File: config.mk
export PLATFORM = sky130hd
export DESIGN_NAME = rpn_stack_exec_flat
export DESIGN_NICKNAME = d
export VERILOG_FILES = /design/src/rtl/rpn_stack_exec_if.sv /design/src/rtl/rpn_stack_exec.sv /design/src/flat_wrapper.sv
export SDC_FILE = /design/constraint.sdc
export NUM_CORES = 1
export LEC_CHECK = 0
export CAP_MARGIN = 40
export CORE_MARGIN = 10
export CORE_UTILIZATION = 40
export CTS_CLUSTER_DIAMETER = 150
export DETAILED_ROUTE_END_ITERATION = 8
export GPL_TIMING_DRIVEN = 0
export PLACE_DENSITY = 0.7
export SETUP_SLACK_MARGIN = 0.1
export SLEW_MARGIN = 20
export SYNTH_ARGS = -nofsm -noshare
export SYNTH_HDL_FRONTEND = slang
export SYNTH_SLANG_ARGS = --single-unit
File: constraint.sdc
create_clock -name CLOCK_50 -period 9.5 [get_ports CLOCK_50]
set_input_delay 0.95 -clock CLOCK_50 [delete_from_list [all_inputs] [get_ports CLOCK_50]]
set_output_delay 0.95 -clock CLOCK_50 [all_outputs]
set_load 0.05 [all_outputs]
File: src/rtl/rpn_stack_exec_if.sv
// rtl/rpn_stack_exec_if.sv - command, stack RAM and status bundle for the RPN stack executor
interface rpn_stack_exec_if #(
    parameter int DATA_W = 8,
    parameter int ADDR_W = 8
);
    logic              cmd_valid;
    logic              cmd_ready;
    logic [2:0]        cmd_op;
    logic [DATA_W-1:0] cmd_data;

    logic [ADDR_W-1:0] ram_addr;
    logic [DATA_W-1:0] ram_wdata;
    logic              ram_we;
    logic [DATA_W-1:0] ram_rdata;

    logic              done;
    logic [1:0]        err;
    logic [ADDR_W:0]   sp;
    logic [DATA_W-1:0] top;
    logic              top_valid;

    // front end / RAM / display side
    modport master (
        output cmd_valid, cmd_op, cmd_data, ram_rdata,
        input  cmd_ready, ram_addr, ram_wdata, ram_we,
        input  done, err, sp, top, top_valid
    );

    // executor side
    modport slave (
        input  cmd_valid, cmd_op, cmd_data, ram_rdata,
        output cmd_ready, ram_addr, ram_wdata, ram_we,
        output done, err, sp, top, top_valid
    );
endinterface

File: src/rtl/rpn_stack_exec.sv
// rtl/rpn_stack_exec.sv - RPN stack controller and execute unit driving a sync-read stack RAM
module rpn_stack_exec #(
    parameter int DATA_W = 8,
    parameter int ADDR_W = 8,
    parameter int DEPTH  = 256
) (
    input  logic             CLOCK_50,
    input  logic             RESET,
    rpn_stack_exec_if.slave  bus
);
    localparam logic [2:0] S_IDLE    = 3'd0;
    localparam logic [2:0] S_PUSH_WR = 3'd1;
    localparam logic [2:0] S_RD_A    = 3'd2;
    localparam logic [2:0] S_RD_B    = 3'd3;
    localparam logic [2:0] S_LATCH_B = 3'd4;
    localparam logic [2:0] S_OP_WR   = 3'd5;
    localparam logic [2:0] S_DONE    = 3'd6;

    localparam logic [2:0] OP_PUSH = 3'b000;
    localparam logic [2:0] OP_ADD  = 3'b001;
    localparam logic [2:0] OP_SUB  = 3'b010;
    localparam logic [2:0] OP_MUL  = 3'b011;
    localparam logic [2:0] OP_DROP = 3'b100;

    localparam logic [1:0] ERR_OK    = 2'b00;
    localparam logic [1:0] ERR_UNDER = 2'b01;
    localparam logic [1:0] ERR_OVER  = 2'b10;
    localparam logic [1:0] ERR_ILL   = 2'b11;

    localparam logic [ADDR_W:0] SP_FULL = (ADDR_W+1)'(DEPTH);
    localparam logic [ADDR_W:0] SP_ONE  = (ADDR_W+1)'(1);
    localparam logic [ADDR_W:0] SP_TWO  = (ADDR_W+1)'(2);

    logic [2:0]        state;
    logic [ADDR_W:0]   sp_q;
    logic [DATA_W-1:0] top_q;
    logic [DATA_W-1:0] a_q;
    logic [DATA_W-1:0] b_q;
    logic [DATA_W-1:0] pdata_q;
    logic [2:0]        op_q;
    logic [1:0]        err_q;

    logic              accept;
    logic [ADDR_W-1:0] sp_lo;
    logic [ADDR_W-1:0] addr_m1;
    logic [ADDR_W-1:0] addr_m2;
    logic [DATA_W-1:0] result;

    assign accept  = (state == S_IDLE) && bus.cmd_valid;
    assign sp_lo   = sp_q[ADDR_W-1:0];
    assign addr_m1 = sp_lo - ADDR_W'(1);
    assign addr_m2 = sp_lo - ADDR_W'(2);

    // B is the deeper operand, so "b a -" subtracts top-of-stack from the one below
    always_comb begin
        result = '0;
        case (op_q)
            OP_ADD:  result = b_q + a_q;
            OP_SUB:  result = b_q - a_q;
            OP_MUL:  result = b_q * a_q;
            default: result = '0;
        endcase
    end

    // RAM port decoded from state so reset drops the write strobe at once
    always_comb begin
        bus.ram_addr  = '0;
        bus.ram_wdata = '0;
        bus.ram_we    = 1'b0;
        case (state)
            S_PUSH_WR: begin
                bus.ram_addr  = sp_lo;
                bus.ram_wdata = pdata_q;
                bus.ram_we    = 1'b1;
            end
            S_RD_A:  bus.ram_addr = addr_m1;
            S_RD_B:  bus.ram_addr = addr_m2;
            S_OP_WR: begin
                bus.ram_addr  = addr_m2;
                bus.ram_wdata = result;
                bus.ram_we    = 1'b1;
            end
            default: ;
        endcase
    end

    always_ff @(posedge CLOCK_50 or posedge RESET) begin
        if (RESET) begin
            state   <= S_IDLE;
            sp_q    <= '0;
            top_q   <= '0;
            a_q     <= '0;
            b_q     <= '0;
            pdata_q <= '0;
            op_q    <= OP_PUSH;
            err_q   <= ERR_OK;
        end else begin
            case (state)
                S_IDLE: begin
                    if (accept) begin
                        op_q    <= bus.cmd_op;
                        pdata_q <= bus.cmd_data;
                        err_q   <= ERR_OK;
                        case (bus.cmd_op)
                            OP_PUSH: begin
                                if (sp_q < SP_FULL) begin
                                    state <= S_PUSH_WR;
                                end else begin
                                    err_q <= ERR_OVER;
                                    state <= S_DONE;
                                end
                            end
                            OP_ADD, OP_SUB, OP_MUL: begin
                                if (sp_q >= SP_TWO) begin
                                    state <= S_RD_A;
                                end else begin
                                    err_q <= ERR_UNDER;
                                    state <= S_DONE;
                                end
                            end
                            OP_DROP: begin
                                // with one entry there is nothing below to fetch
                                if (sp_q >= SP_TWO) begin
                                    state <= S_RD_B;
                                end else if (sp_q == SP_ONE) begin
                                    state <= S_LATCH_B;
                                end else begin
                                    err_q <= ERR_UNDER;
                                    state <= S_DONE;
                                end
                            end
                            default: begin
                                err_q <= ERR_ILL;
                                state <= S_DONE;
                            end
                        endcase
                    end
                end
                S_PUSH_WR: begin
                    sp_q  <= sp_q + SP_ONE;
                    top_q <= pdata_q;
                    state <= S_DONE;
                end
                S_RD_A: state <= S_RD_B;
                S_RD_B: begin
                    a_q   <= bus.ram_rdata;
                    state <= S_LATCH_B;
                end
                S_LATCH_B: begin
                    b_q   <= bus.ram_rdata;
                    state <= (op_q == OP_DROP) ? S_DONE : S_OP_WR;
                end
                S_OP_WR: begin
                    sp_q  <= sp_q - SP_ONE;
                    top_q <= result;
                    state <= S_DONE;
                end
                S_DONE: begin
                    if (op_q == OP_DROP && err_q == ERR_OK) begin
                        sp_q  <= sp_q - SP_ONE;
                        top_q <= (sp_q == SP_ONE) ? '0 : b_q;
                    end
                    state <= S_IDLE;
                end
                default: state <= S_IDLE;
            endcase
        end
    end

    assign bus.cmd_ready = (state == S_IDLE);
    assign bus.done      = (state == S_DONE);
    assign bus.err       = err_q;
    assign bus.sp        = sp_q;
    assign bus.top       = top_q;
    assign bus.top_valid = (sp_q != '0);
endmodule

File: src/flat_wrapper.sv
// flat-port wrapper written by rule: the top's interface ports become plain ports
module rpn_stack_exec_flat 
#(
    parameter int DATA_W = 8,
    parameter int ADDR_W = 8,
    parameter int DEPTH  = 256
)
  (CLOCK_50, RESET, bus_cmd_valid, bus_cmd_op, bus_cmd_data, bus_ram_rdata, bus_cmd_ready, bus_ram_addr, bus_ram_wdata, bus_ram_we, bus_done, bus_err, bus_sp, bus_top, bus_top_valid);
  rpn_stack_exec_if #(.DATA_W(DATA_W), .ADDR_W(ADDR_W)) bus_i ();
  input  logic CLOCK_50;
  input  logic RESET;
  input wire logic [$bits(bus_i.cmd_valid)-1:0] bus_cmd_valid;
  input wire logic [$bits(bus_i.cmd_op)-1:0] bus_cmd_op;
  input wire logic [$bits(bus_i.cmd_data)-1:0] bus_cmd_data;
  input wire logic [$bits(bus_i.ram_rdata)-1:0] bus_ram_rdata;
  output wire logic [$bits(bus_i.cmd_ready)-1:0] bus_cmd_ready;
  output wire logic [$bits(bus_i.ram_addr)-1:0] bus_ram_addr;
  output wire logic [$bits(bus_i.ram_wdata)-1:0] bus_ram_wdata;
  output wire logic [$bits(bus_i.ram_we)-1:0] bus_ram_we;
  output wire logic [$bits(bus_i.done)-1:0] bus_done;
  output wire logic [$bits(bus_i.err)-1:0] bus_err;
  output wire logic [$bits(bus_i.sp)-1:0] bus_sp;
  output wire logic [$bits(bus_i.top)-1:0] bus_top;
  output wire logic [$bits(bus_i.top_valid)-1:0] bus_top_valid;
  assign bus_i.cmd_valid = bus_cmd_valid;
  assign bus_i.cmd_op = bus_cmd_op;
  assign bus_i.cmd_data = bus_cmd_data;
  assign bus_i.ram_rdata = bus_ram_rdata;
  assign bus_cmd_ready = bus_i.cmd_ready;
  assign bus_ram_addr = bus_i.ram_addr;
  assign bus_ram_wdata = bus_i.ram_wdata;
  assign bus_ram_we = bus_i.ram_we;
  assign bus_done = bus_i.done;
  assign bus_err = bus_i.err;
  assign bus_sp = bus_i.sp;
  assign bus_top = bus_i.top;
  assign bus_top_valid = bus_i.top_valid;
  rpn_stack_exec #(.DATA_W(DATA_W), .ADDR_W(ADDR_W), .DEPTH(DEPTH)) u_core (.CLOCK_50(CLOCK_50), .RESET(RESET), .bus(bus_i));
endmodule
; Word-level counts from Yosys, hierarchy flattened
; Cells that the tools add are included.
[totals]
reg_bits = 49
inputBits = 22
[classes]
addsub = 6
n_mul = 1
magnitude_cmp = 2
eq_ne = 17
mux = 22
reduce_logical = 12
[ops]
columns = cell, n
row1 = 8-bit case mux with 3 select lines, 3
row2 = 9-bit case mux with 3 select lines, 1
row3 = 3-bit by 2-bit == test with 1-bit output (second input constant), 6
row4 = 8-bit 2-to-1 mux, 2
row5 = 8-bit case mux with 2 select lines, 1
row6 = 3-bit == test (second input constant), 5
row7 = 3-bit case mux with 5 select lines, 1
row8 = 3-bit 2-to-1 mux, 4
row9 = 9-bit by 1-bit adder with 9-bit output (second input constant), 1
row10 = 3-bit by 1-bit == test with 1-bit output (second input constant), 3
row11 = 9-bit by 1-bit == test with 1-bit output (second input constant), 1
row12 = 9-bit by 2-bit greater-or-equal comparator with 1-bit output (second input constant), 1
row13 = 9-bit less-than comparator (second input constant), 1
row14 = 9-bit 2-to-1 mux, 1
row15 = 3-bit case mux with 3 select lines, 1
row16 = 9-bit nonzero test, 1
row17 = 9-bit by 1-bit subtractor with 9-bit output (second input constant), 1
row18 = 8-bit adder, 1
row19 = 8-bit by 8-bit multiplier with 8-bit output, 1
row20 = 2-bit 2-to-1 mux, 4
row21 = 8-bit by 1-bit subtractor with 8-bit output (second input constant), 1
row22 = 8-bit by 2-bit subtractor with 8-bit output (second input constant), 1
row23 = 8-bit subtractor, 1
row24 = 3-bit logical NOT, 2
row25 = 9 further kinds, 15

; Depth between registers and ports, before layout
; Gate-level depths: netlist of run 1.
[depth]
word_depth = 6
depth_mapped = 17
ltp_nobuf = 16

; Worst setup path after synthesis of run 1
; No wires, ideal clock.
[synth_path]
kind = register to output
start = reg u_core.a_q[2]
end = out bus_ram_wdata[7]
t_arrival_ps = 4663
required_ps = 8550
setup_slack_ps = 3887
stages_incl_launch_ff = 17
cell_sequence = dfrtp_1 > clkbuf_1 > nand2_1 > fa_1 > fa_1 > inv_1 > fa_1 > inv_1 > fa_1 > inv_1 > ha_1 > a21oi_1 > xnor3_1 > xnor3_1 > and2_1 > nor2_1 > a211oi_2
[synth_between]
elab_chain_len = 3
[synth_lines]
columns = item, line
row1 = "start, declared", rpn_stack_exec.sv:37  ; logic [DATA_W-1:0] a_q;
row2 = "start signal, assigned", rpn_stack_exec.sv:146  ; a_q <= bus.ram_rdata;
row3 = 8-bit by 8-bit multiplier with 8-bit output (tied with other cells), rpn_stack_exec.sv:60  ; OP_MUL: result = b_q * a_q;
row4 = 8-bit case mux with 3 select lines *, rpn_stack_exec.sv:57  ; case (op_q)
row5 = 8-bit case mux with 2 select lines *, rpn_stack_exec.sv:70  ; case (state)
row6 = "end, declared", flat_wrapper.sv:18  ; output wire logic [$bits(bus_i.ram_wdata)-1:0] bus_ram_wdata;
; Every way passes the cells marked *; elsewhere a longest branch is shown, timed or not.

; Worst setup path in the final report of run 1
; Same ends and word-level chain as after synthesis.

==> impl_summary.md, run 1 <==
Cells and area
The layout-stage area growth over the synthesis result is 20.5%. Counting the fill cells in the layout gives 1,006. Across the whole layout, storage elements account for 1230 µm². The ratio of cells with drive above 1 in the final layout is 10.5%. The multi-input combinational cells in the finished layout cover a total of around 2800 µm².

The number of inserted diodes is 0. The final net count is 630.

Yosys
The cell area after synthesis is 4320 µm². The number of different library cells used by synthesis comes to 60. The cell type with the largest total area after synthesis is dfrtp_1.

The leading register cell type out of synthesis is dfrtp_1. The area share of the largest cell type after synthesis is 28.4%. In this run, synthesis produced a sequential element count of 49. The average size of a mapped cell is 8.76 µm². By instance count, the leading cell after synthesis is nand2_1. The number of warning messages in the yosys log is 0. In the post-synthesis netlist, the biggest area contributors are dfrtp_1 28%, ha_1 9.6%, mux2_2 7.0%. Ranked by instance count, the synthesized netlist is headed by 70 x nand2_1, 49 x dfrtp_1, 34 x inv_1. After technology mapping, the gate count stands at 493. The part of the Yosys area used for sequential elements is approximately 28%.

The number of nets handed over by synthesis was 561. In this run, synthesis inferred 0 flip-flops with an integrated enable. The post-synthesis async set-or-reset flop share is 100%.

Setup path
STA puts the critical path data arrival time at 6.00 ns. Counting cells, the worst reg-to-reg path comes to 16. The worst setup path is launched from a flip-flop. The worst setup path is of the flip-flop to primary output kind. The nature of the critical path endpoint is a primary output. Of all nets on the critical path, the largest fanout is 10.

For the worst setup path, the data required time is ~8.6 ns.

Route
Using the TritonRoute via totals, the vias-per-cell ratio works out to 5.46. In the routed design, unresolved DRC markers number 0. The final layout contains routed wiring with a total length of 12,200 µm. The detail route stage leaves a number of antenna-violating nets equal to 0.

The detailed router finished its first iteration with roughly 240 violations. The vias after detailed routing is 3,817. The post-detailed-route wirelength per cell is 17.5 µm.

The first detailed-routing pass took 5 iterations.

STA
The worst path uses between 70 and 80% of the clock period. The worst pin sits at a relative slew slack of a little under half. Static timing analysis puts the maximum clock frequency at 144 MHz. The routed design could run at a clock period as short as just under 7 ns. On the final layout, the worst hold slack is 0.538 ns.

The slew at the pin with the worst max-slew slack is approximately 0.8 ns. The final count of pins violating max slew is 0. The setup TNS after final layout is 0 ns.

The largest clock skew in the final design is 0.0109 ns. Setup repair after global routing left no endpoint under its margin. Setup violations remaining at the end of the flow were counted as 0. The final hold violation count is 0.

Clock network
The TritonCTS clock tree is done. CTS placed an instance of clkbuf_8 at the clock tree root. The clock reaches the later pin of the worst-skew pair after just over 0.3 ns. The maximum buffer depth of the clock tree is 2. The count of hold buffers inserted by post-cts repair is 0. CTS built an H-tree with a depth of 2. The clock net sink count is 49.

The post-CTS setup buffer count is 0. The number of buffers created by CTS is 5. The count of cells resized by post-cts repair is 0. The clock transition at the register clock pins on the worst setup and hold paths after CTS is 0.10 ns.

Floorplanning
The floorplan has 37 rows. For this configuration, the core starts out at a cell density of about two fifths. The core region is around 10,000 µm².

The top-level port count is 61. The die covers 15,400 µm². The die height is 124 µm. The die is ~120 µm wide.

Place
Detailed placement ended at an HPWL of 9610 µm. The count of input and output buffers is 60. At the end of routability-driven placement, the weighted congestion stood at ~0.88.

Worst hold path
Counting instances, the worst hold path has a depth of 1. The worst hold path belongs to the class flip-flop to flip-flop.

Run status
The run finished with clean final reports.

Global route
After global routing the overflow that remains totals 0. The global-route total usage across every layer is between 15 and 20%. The via count of the first global-routing pass is 4,098. The wire length of the first global-routing pass is 20,300 µm.

The pin count of the biggest net entering global routing is 33. The number of antenna violations at the first check in global routing is 0.

Job
The number of violations of the max-capacitance limit is 0.
==> kinds of logic (layout without fill, tap and decap cells) <==
| family | after synthesis | count (layout) | share of synthesized area [%] |
|---|---|---|---|
| simple gates | 166 | 166 | 18.2 |
| compound gates | 104 | 104 | 15.2 |
| buf+inv | 61 | 131 | 6.58 |
| flops | 49 | 49 | 28.4 |
| fa+ha+maj | 46 | 46 | 15.6 |
| mux | 28 | 28 | 7.27 |
| xor+xnor | 39 | 39 | 8.72 |
==> stage by stage <==
stage / instances / setup slack (ns) / area, µm² / util (%)
3_5_place_dp: 690 / 2.95 / 5110 / 49.0
4_1_cts: 698 / 2.56 / 5200 / 49.9
2_1_floorplan: 493 / 3.89 / 4320 / -
6_report: 699 / 2.55 / 5200 / 50.0
5_1_grt: 699 / 2.28 / 5200 / 50.0
3_3_place_gp: 689 / 3.01 / 5090 / 48.9
==> routing by layer <==
layer  GRT usage (%)  vias up  part of all wire, %
li1                -     1836                    -
met1            19.8     1875                   42
met2            28.8       92                   51
met3            3.76       14                  6.1
met4            4.60        0                  1.3
met5               0        -                    0
==> final timing paths <==
check                             startpoint                 to  slack [ns]
min                        u_core.bus.err[0]  u_core.bus.err[0]        0.54
max                            u_core.a_q[2]   bus_ram_wdata[7]        2.55
min in group asynchronous              RESET   u_core.bus.sp[5]        0.96
max reg2reg                    u_core.a_q[2]  u_core.bus.top[7]        4.62
max in group asynchronous              RESET      u_core.b_q[7]        8.00
min reg2reg                u_core.bus.err[0]  u_core.bus.err[0]        0.54
==> area by class of cell <==
| type | instances | share of cell area (%) |
|---|---|---|
| Clock buffer | 6 | 1.39 |
| Sequential cell | 49 | 23.6 |
| Buffer | 26 | 2.93 |
| Tap cell | 136 | 3.27 |
| Inverter | 35 | 2.52 |
| Multi-Input combinational cell | 383 | 54.0 |
| Timing Repair Buffer | 62 | 12.1 |
| Clock inverter | 2 | 0.289 |
==> cells in the final DEF, fill, tap and decap left out, drive strengths merged, types with 3 or more instances in the layout <==
cell and instances:
o21ai 27, o22ai 5, nor2 32, nand4 3
nor2b 6, o211ai 3, fa 13, buf 14
o21a 3, nand2b 5, dfrtp 49, a41oi 3
mux2 27, clkdlybuf4s50 60, xor2 8, inv 35
ha 33, xnor2 29, nor3b 3, nor3 9
a21o 5, nand3 9, and2 17, a222oi 3
clkbuf 20, and3 3, a31oi 9, nand2 71
a21oi 27, a22o 4
==> flip-flops by register name (all words and copies together), names as in the netlist <==
register	count
u_core.bus.err	2
u_core.bus.sp	9
u_core.a_q	8
u_core.pdata_q	8
u_core.bus.top	8
u_core.state	3
u_core.op_q	3
u_core.b_q	8
==> worst max-delay path, stage by stage (launching register included) <==
cell and delay, ns:
dfrtp_1 0.39, clkbuf_1 0.42, nand2_1 0.14, fa_1 0.42
fa_1 0.55, inv_1 0.05, fa_1 0.48, inv_1 0.05
fa_1 0.53, inv_1 0.05, ha_1 0.32, a21oi_1 0.26
xnor3_1 0.27, xnor3_1 0.38, and2_1 0.16, nor2_1 0.06
a211oi_2 0.29, clkdlybuf4s50_1 0.87
Power of run 1 is left out: the tool's default activity adds up to more than one toggle a clock period on the data nets, which glitch-free logic cannot reach.
==> run 2: changes to the inputs <==
==> constraint.sdc (replaced) <==
create_clock -name CLOCK_50 -period 7 [get_ports CLOCK_50]
set_input_delay 0.7 -clock CLOCK_50 [delete_from_list [all_inputs] [get_ports CLOCK_50]]
set_output_delay 0.7 -clock CLOCK_50 [all_outputs]
set_load 0.05 [all_outputs]
==> run 2 against run 1 <==
Utilization about the same; sequential share of layout area about the same; hold slack unchanged; cell count unchanged; non-clock buffer count unchanged; first-iteration DRC count unchanged; critical path depth unchanged; wire length about the same; die area unchanged; cell area about the same; clock skew unchanged; via count increased by 0.10%; critical path type unchanged.
==> impl_summary.md, run 2 (synthesis results as in run 1) <==
Setup path
The worst setup path is launched from a flip-flop. STA classifies the critical path endpoint as a primary output. The most common cell type on the critical path is fa_1. The arrival time at the worst endpoint is 5.59 ns (-0.41 ns). The largest fanout on the critical path came to 10 (unchanged). The delay of the slowest cell on the worst path is 0.55 ns (-0.32 ns). The start-to-end type of the worst setup path is flip-flop to primary output.

Traced cell by cell, the critical path runs through clkbuf_1 > nand2_1 > fa_1 > fa_1 > inv_1 > fa_1 > inv_1 > fa_1 > inv_1 > ha_1 > a21oi_1 > xnor3_1 > xnor3_1 > and2_1 > nor2_1 > a211oi_2 > dlymetal6s2s_1. The worst path required time is 6.30 ns (-2.25 ns). The slowest cell on the critical path is fa_1.

STA
The slew at the pin with the worst max-slew slack is 0.802 ns (unchanged). The final count of pins violating max slew is 0 (unchanged). The largest clock skew in the final design came to 0.0109 ns (unchanged). The final hold violation count came to 0 (unchanged). Derived from the worst setup path, the maximum achievable clock frequency is 159 MHz. Setup repair after global routing left no endpoint under its margin.

The clock period minus final worst setup slack is 6.29 ns. The worst slew margin relative to its limit is 46.4% (unchanged). The share of the clock period used by the worst path is 89.9%. The number of setup violations in the final report is 0 (unchanged). The setup TNS after final layout is 0 ns (unchanged).

Route
The post-detailed-route wirelength per cell came to 17.5 µm (about the same). The number of remaining DRC errors came to 0 (unchanged). The number of antenna-violating nets in the routed design came to 0 (unchanged).

The total wire length after detailed routing came to 12,200 µm (about the same). The detail-routed via count per cell was 5.47 (+0.10%). The number of iterations in the first detailed-routing pass is 4 (-1). The vias after detailed routing was 3,821 (+0.10%). The initial detailed-routing violation count is 236 (unchanged).

Cells and area
The count of filler cells inserted in the layout is 1,006 (unchanged). The layout-stage area growth over the synthesis result is 20.6% (about the same). The number of flip-flops in the largest register came to 9 (unchanged). The ratio of cells with drive above 1 in the final layout came to 10.5% (unchanged). The final net count is 630 (unchanged). The total area of multi-input combinational cells was 2810 µm² (unchanged). The register area is 1230 µm² (unchanged).

The number of inserted diodes was 0 (unchanged). Leaving out fill and tap cells, the most frequent cell in the layout is nand2_1. In the layout the commonest cells are 70 x nand2_1, 59 x clkdlybuf4s50_1, 49 x dfrtp_1.

Job
The number of violations of the max-capacitance limit came to 0 (unchanged).

Floorplanning
The floorplan row count is 37 (unchanged). The effective utilization at floorplan came to 41.5% (unchanged). The area of the core region is 10,400 µm² (unchanged). The top-level port count is 61 (unchanged). The die width was 124 µm (unchanged). The die height is 124 µm (unchanged). The die area is 15,400 µm² (unchanged).

Place
The count of input and output buffers is 60 (unchanged). The routability congestion estimate from global placement is 0.881 (unchanged). The post-DP HPWL is 9610 µm (unchanged).

Run status
The run finished with clean final reports.

Clock network
The maximum buffer depth of the clock tree is 2 (unchanged). The count of hold buffers inserted by post-cts repair is 0 (unchanged). The clock transition at the register clock pins on the worst setup and hold paths after CTS is 0.10 ns (about the same). The count of cells resized by post-cts repair is 0 (unchanged). The clock latency of the later-clocked register in the worst-skew pair is 0.31 ns (about the same). The clock net sink count is 49 (unchanged). The total number of H-tree levels was 2 (unchanged). The post-CTS setup buffer count came to 0 (unchanged). The TritonCTS clock tree is done.

The root buffer cell chosen for the clock tree is clkbuf_8. The number of buffers created by CTS is 5 (unchanged).

Global route
The wire length of the first global-routing pass is 20,300 µm (unchanged). The via count of the first global-routing pass is 4,098 (unchanged). The remaining global-route overflow was 0 (unchanged). The pin count of the biggest net entering global routing was 33 (unchanged). The global-route total usage across every layer is 16.5% (unchanged). The number of antenna violations at the first check in global routing is 0 (unchanged).

Worst hold path
The path category of the worst min-delay check is flip-flop to flip-flop.
-- run 2: cell count changes in the layout (fill, tap and decap cells not counted), sizes merged --
cell           previous run  this run
clkdlybuf4s50            60        59
dlymetal6s2s              0         1
-- run 2: final cells by class --
class                   count  area share [%]
multi-input cells         383            53.9
flip-flops and latches     49            23.6
repair buffers             62            12.1
well taps                 136            3.27
plain buffers              26            2.93
inverters                  35            2.52
clock buffers               6            1.39
clock inverters             2           0.288
-- run 2: per-stage QoR --
step / cell area (µm²) / instances / worst slack [ns] / utilization [%] / hold slack (ns)
finish: 5210 / 699 / 0.706 / 50.0 / 0.538
global route: 5210 / 699 / 0.438 / 50.0 / 0.573
CTS: 5200 / 698 / 0.308 / 49.9 / 0.544
global placement: 5090 / 689 / 0.759 / 48.9 / 0.520
detailed placement: 5110 / 690 / 0.700 / 49.0 / 0.520
floorplan: 4320 / 493 / 1.64 / - / 0.503
-- run 2: critical path, delay by kind of cell, from the launching register on --
kind	cells	cell delay, ns
adders and majority gates	5	2.30
buffers and inverters	5	1.04
xor gates and xnor gates	2	0.65
AOI/OAI and AO/OA	2	0.54
DFF	1	0.39
and+or+nand+nor	3	0.36
-- run 2: final timing paths --
check	startpoint	end	slack [ns]	cells past startpoint
max	u_core.a_q[2]	bus_ram_wdata[7]	0.71	17
min	u_core.bus.err[0]	u_core.bus.err[0]	0.54	1
max reg2reg	u_core.a_q[2]	u_core.bus.top[7]	2.12	16
min reg2reg	u_core.bus.err[0]	u_core.bus.err[0]	0.54	1
max in group asynchronous	RESET	u_core.b_q[7]	5.75	3
min in group asynchronous	RESET	u_core.bus.sp[5]	0.71	2
-- run 2: layer usage --
| layer | track usage, % | up-vias | part of all wire, % |
|---|---|---|---|
| met4 | 4.60 | 0 | 1.3 |
| li1 | - | 1836 | - |
| met1 | 19.8 | 1877 | 42 |
| met2 | 28.8 | 94 | 51 |
| met3 | 3.76 | 14 | 6.2 |
| met5 | 0 | - | 0 |
Power of run 2 is left out for the same reason.
==> run 3: changes to the inputs <==
--- a/config.mk
+++ b/config.mk
@@ -10,10 +10,9 @@
 export CORE_UTILIZATION = 40
 export CTS_CLUSTER_DIAMETER = 150
 export DETAILED_ROUTE_END_ITERATION = 8
-export GPL_TIMING_DRIVEN = 0
 export PLACE_DENSITY = 0.7
+export REMOVE_ABC_BUFFERS = 1
 export SETUP_SLACK_MARGIN = 0.1
-export SLEW_MARGIN = 20
 export SYNTH_ARGS = -nofsm -noshare
 export SYNTH_HDL_FRONTEND = slang
 export SYNTH_SLANG_ARGS = --single-unit
==> run 3 against run 2 <==
Sequential share of layout area up 0.73 points; largest cell class unchanged; clock-buffer cell count fell by 1; hold slack got worse by 0.0062 ns; die area unchanged; clock skew about the same; utilization fell by 1.5 points; highest routed layer unchanged.
==> impl_summary.md, run 3 (synthesis results as in run 1) <==
Clock network
The clock latency of the later-clocked register in the worst-skew pair was 0.30 ns (about the same). The clock net sink count came to 49 (unchanged). TritonCTS built the clock tree. The count of cells resized by post-cts repair was 0 (unchanged). The clock transition at the register clock pins on the worst setup and hold paths after CTS is 0.09 ns (about the same). The buffer cell driving the clock tree root is clkbuf_8. The maximum buffer depth of the clock tree is 2 (unchanged).

The count of hold buffers inserted by post-cts repair is 0 (unchanged). The post-CTS setup buffer count was 0 (unchanged). The number of buffers created by CTS came to 5 (unchanged).

The total number of H-tree levels is 2 (unchanged).

STA
The largest clock skew in the final design was 0.0104 ns (-0.000495 ns). The setup TNS after final layout is 0 ns (unchanged). Setup repair after global routing left no endpoint under its margin.

The slew at the pin with the worst max-slew slack came to 0.860 ns (+0.0577 ns). The clock period minus final worst setup slack is 6.26 ns (-0.0301 ns). The final count of pins violating max slew is 0 (unchanged).

The worst slew margin relative to its limit is 42.7% (-3.7 points). The minimum setup slack in the final design is 0.736 ns (+0.0301 ns). The number of setup violations in the final report is 0 (unchanged).

The top achievable clock speed was 160 MHz (+0.48%). The share of the clock period used by the worst path is 89.5% (-0.43 points). The final hold violation count is 0 (unchanged).

Cells and area
The top cell types in the final layout, fill and taps aside, are 70 x nand2_1, 60 x clkdlybuf4s50_1, 49 x dfrtp_1. The fraction of the core area covered by cells at the end of the flow is 48.5% (-1.5 points). The register area came to 1230 µm² (unchanged). The library cell used most frequently in the layout, excluding fill and tap cells, is nand2_1.

The layout-stage area growth over the synthesis result is 17.0%. The count of filler cells inserted in the layout is 1,004 (-0.20%). The number of flip-flops in the largest register is 9 (unchanged). The total area of multi-input combinational cells is 2810 µm² (unchanged). The number of inserted diodes is 0 (unchanged). The final net count came to 604 (-4.1%). The ratio of cells with drive above 1 in the final layout is 8.75% (-1.7 points).

Setup path
The nature of the critical path endpoint is a primary output. The arrival time at the worst endpoint is 5.56 ns (-0.03 ns). The worst path required time was 6.30 ns (about the same). The largest fanout on the critical path is 10 (unchanged). The minimum setup slack among reg-to-reg paths came to 2.47 ns (+0.35 ns). The slowest cell on the critical path is clkdlybuf4s50_1. The kind of cell with the highest combined delay along the critical path is adder cells. The delay of the slowest cell on the worst path is 0.85 ns (+0.30 ns).

The startpoint identified for the worst register-to-register timing path is u_core.a_q[3]. The number of buffers and inverters on the critical path is 4 (-1). The element type at the critical path start is a flip-flop. Walking the worst path, the cells encountered are nand2_1 > fa_1 > fa_1 > inv_1 > fa_1 > inv_1 > fa_1 > inv_1 > ha_1 > a21oi_1 > xnor3_1 > xnor3_1 > and2_1 > nor2_1 > a211oi_2 > clkdlybuf4s50_1.

The cell count of the worst reg-to-reg path came to 15 (-1). The capturing point of the worst reg2reg path is u_core.bus.top[7]. The critical path is of the flip-flop to primary output type. Among the stages of the critical path, the cell type that occurs most often is fa_1.

Global route
The number of antenna violations at the first check in global routing is 0 (unchanged). The global-route total usage across every layer is 15.2% (-1.3 points). The remaining global-route overflow is 0 (unchanged). The pin count of the biggest net entering global routing is 28 (-15%).

The via count of the first global-routing pass is 3,691 (-9.9%). The wire length of the first global-routing pass is 18,900 µm (-6.7%).

Worst hold path
The worst hold path begins at u_core.bus.err[0]. The number of stages on the worst hold path is 1 (unchanged). The path category of the worst min-delay check is flip-flop to flip-flop. For hold timing, the worst endpoint is u_core.bus.err[0].

Route
The number of antenna-violating nets in the routed design came to 0 (unchanged). The number of remaining DRC errors is 0 (unchanged). The number of iterations in the first detailed-routing pass is 5 (+1). The total wire length after detailed routing was 11,600 µm (-5.5%).

The post-detailed-route wirelength per cell is 17.2 µm (-1.9%). The detail-routed via count per cell is 5.51 (+0.71%). The initial detailed-routing violation count came to 179 (-24%). The vias after detailed routing is 3,705 (-3.0%).

Place
The count of input and output buffers came to 60 (unchanged). The routability congestion estimate from global placement is 0.932 (+5.7%). The post-DP HPWL is 9020 µm (-6.1%).

The worst slack after detailed placement is 1.07 ns (+0.373 ns).

Floorplanning
The floorplan row count was 37 (unchanged). The effective utilization at floorplan was 41.5% (unchanged). The die area is 15,400 µm² (unchanged). The die width is 124 µm (unchanged).

The area of the core region came to 10,400 µm² (unchanged). The die height is 124 µm (unchanged). The top-level port count was 61 (unchanged).

Job
The number of violations of the max-capacitance limit is 0 (unchanged).

Run status
The flow ran to the end, and the final reports show no timing, DRC or antenna violations.
[run 3: cell types whose count changed in the layout (fill, tap and decap cells not counted)]
cell	previous run	this run
clkbuf_8	7	5
buf_1	1	0
dlymetal6s2s_1	1	0
clkinvlp_4	2	1
clkinv_2	0	2
clkbuf_1	13	0
clkdlybuf4s50_1	59	60
buf_6	3	0
buf_2	7	0
buf_4	2	1
[run 3: worst reg2reg max path, stage by stage, from the launching register on]
cell and delay, ns:
dfrtp_1 0.55, nand2_1 0.13, fa_1 0.45, fa_1 0.55
inv_1 0.05, fa_1 0.48, inv_1 0.06, fa_1 0.53
inv_1 0.04, ha_1 0.31, a21oi_1 0.22, xnor3_1 0.25
xnor3_1 0.36, and2_1 0.18, o21ai_0 0.15, a21oi_1 0.09
[run 3: worst max path at each step]
| stage | start | endpoint | depth (start not counted) |
|---|---|---|---|
| 2_1_floorplan | u_core.a_q[4] | bus_ram_wdata[7] | 15 |
| 3_3_place_gp | u_core.a_q[3] | bus_ram_wdata[7] | 16 |
| 3_5_place_dp | u_core.b_q[2] | bus_ram_wdata[7] | 16 |
| 4_1_cts | u_core.b_q[2] | bus_ram_wdata[7] | 16 |
| 5_1_grt | u_core.a_q[2] | bus_ram_wdata[7] | 16 |
| 6_report | u_core.a_q[3] | bus_ram_wdata[7] | 16 |
[run 3: cell type report]
cell class	count	area share, %
multi-input combinational	383	55.6
clock buffer	5	1.36
tap	136	3.37
clock inverter	3	0.347
sequential	49	24.3
inverter	35	2.60
timing repair buffer	62	12.4
[run 3: metal layers]
metal	vias to the layer above	part of all wire (%)	track usage, %
li1	1784	-	-
met4	0	1.3	3.31
met2	105	50	25.3
met3	14	6.6	3.44
met1	1802	42	19.8
met5	-	0	0
[run 3: per-stage QoR]
stage / hold WS (ns) / instances / instance area, µm²
global placement: 0.508 / 663 / 4940
global route: 0.564 / 673 / 5050
finish: 0.531 / 673 / 5050
floorplan: 0.503 / 467 / 4170
CTS: 0.542 / 673 / 5050
detailed placement: 0.522 / 665 / 4960
Power of run 3 is left out for the same reason.
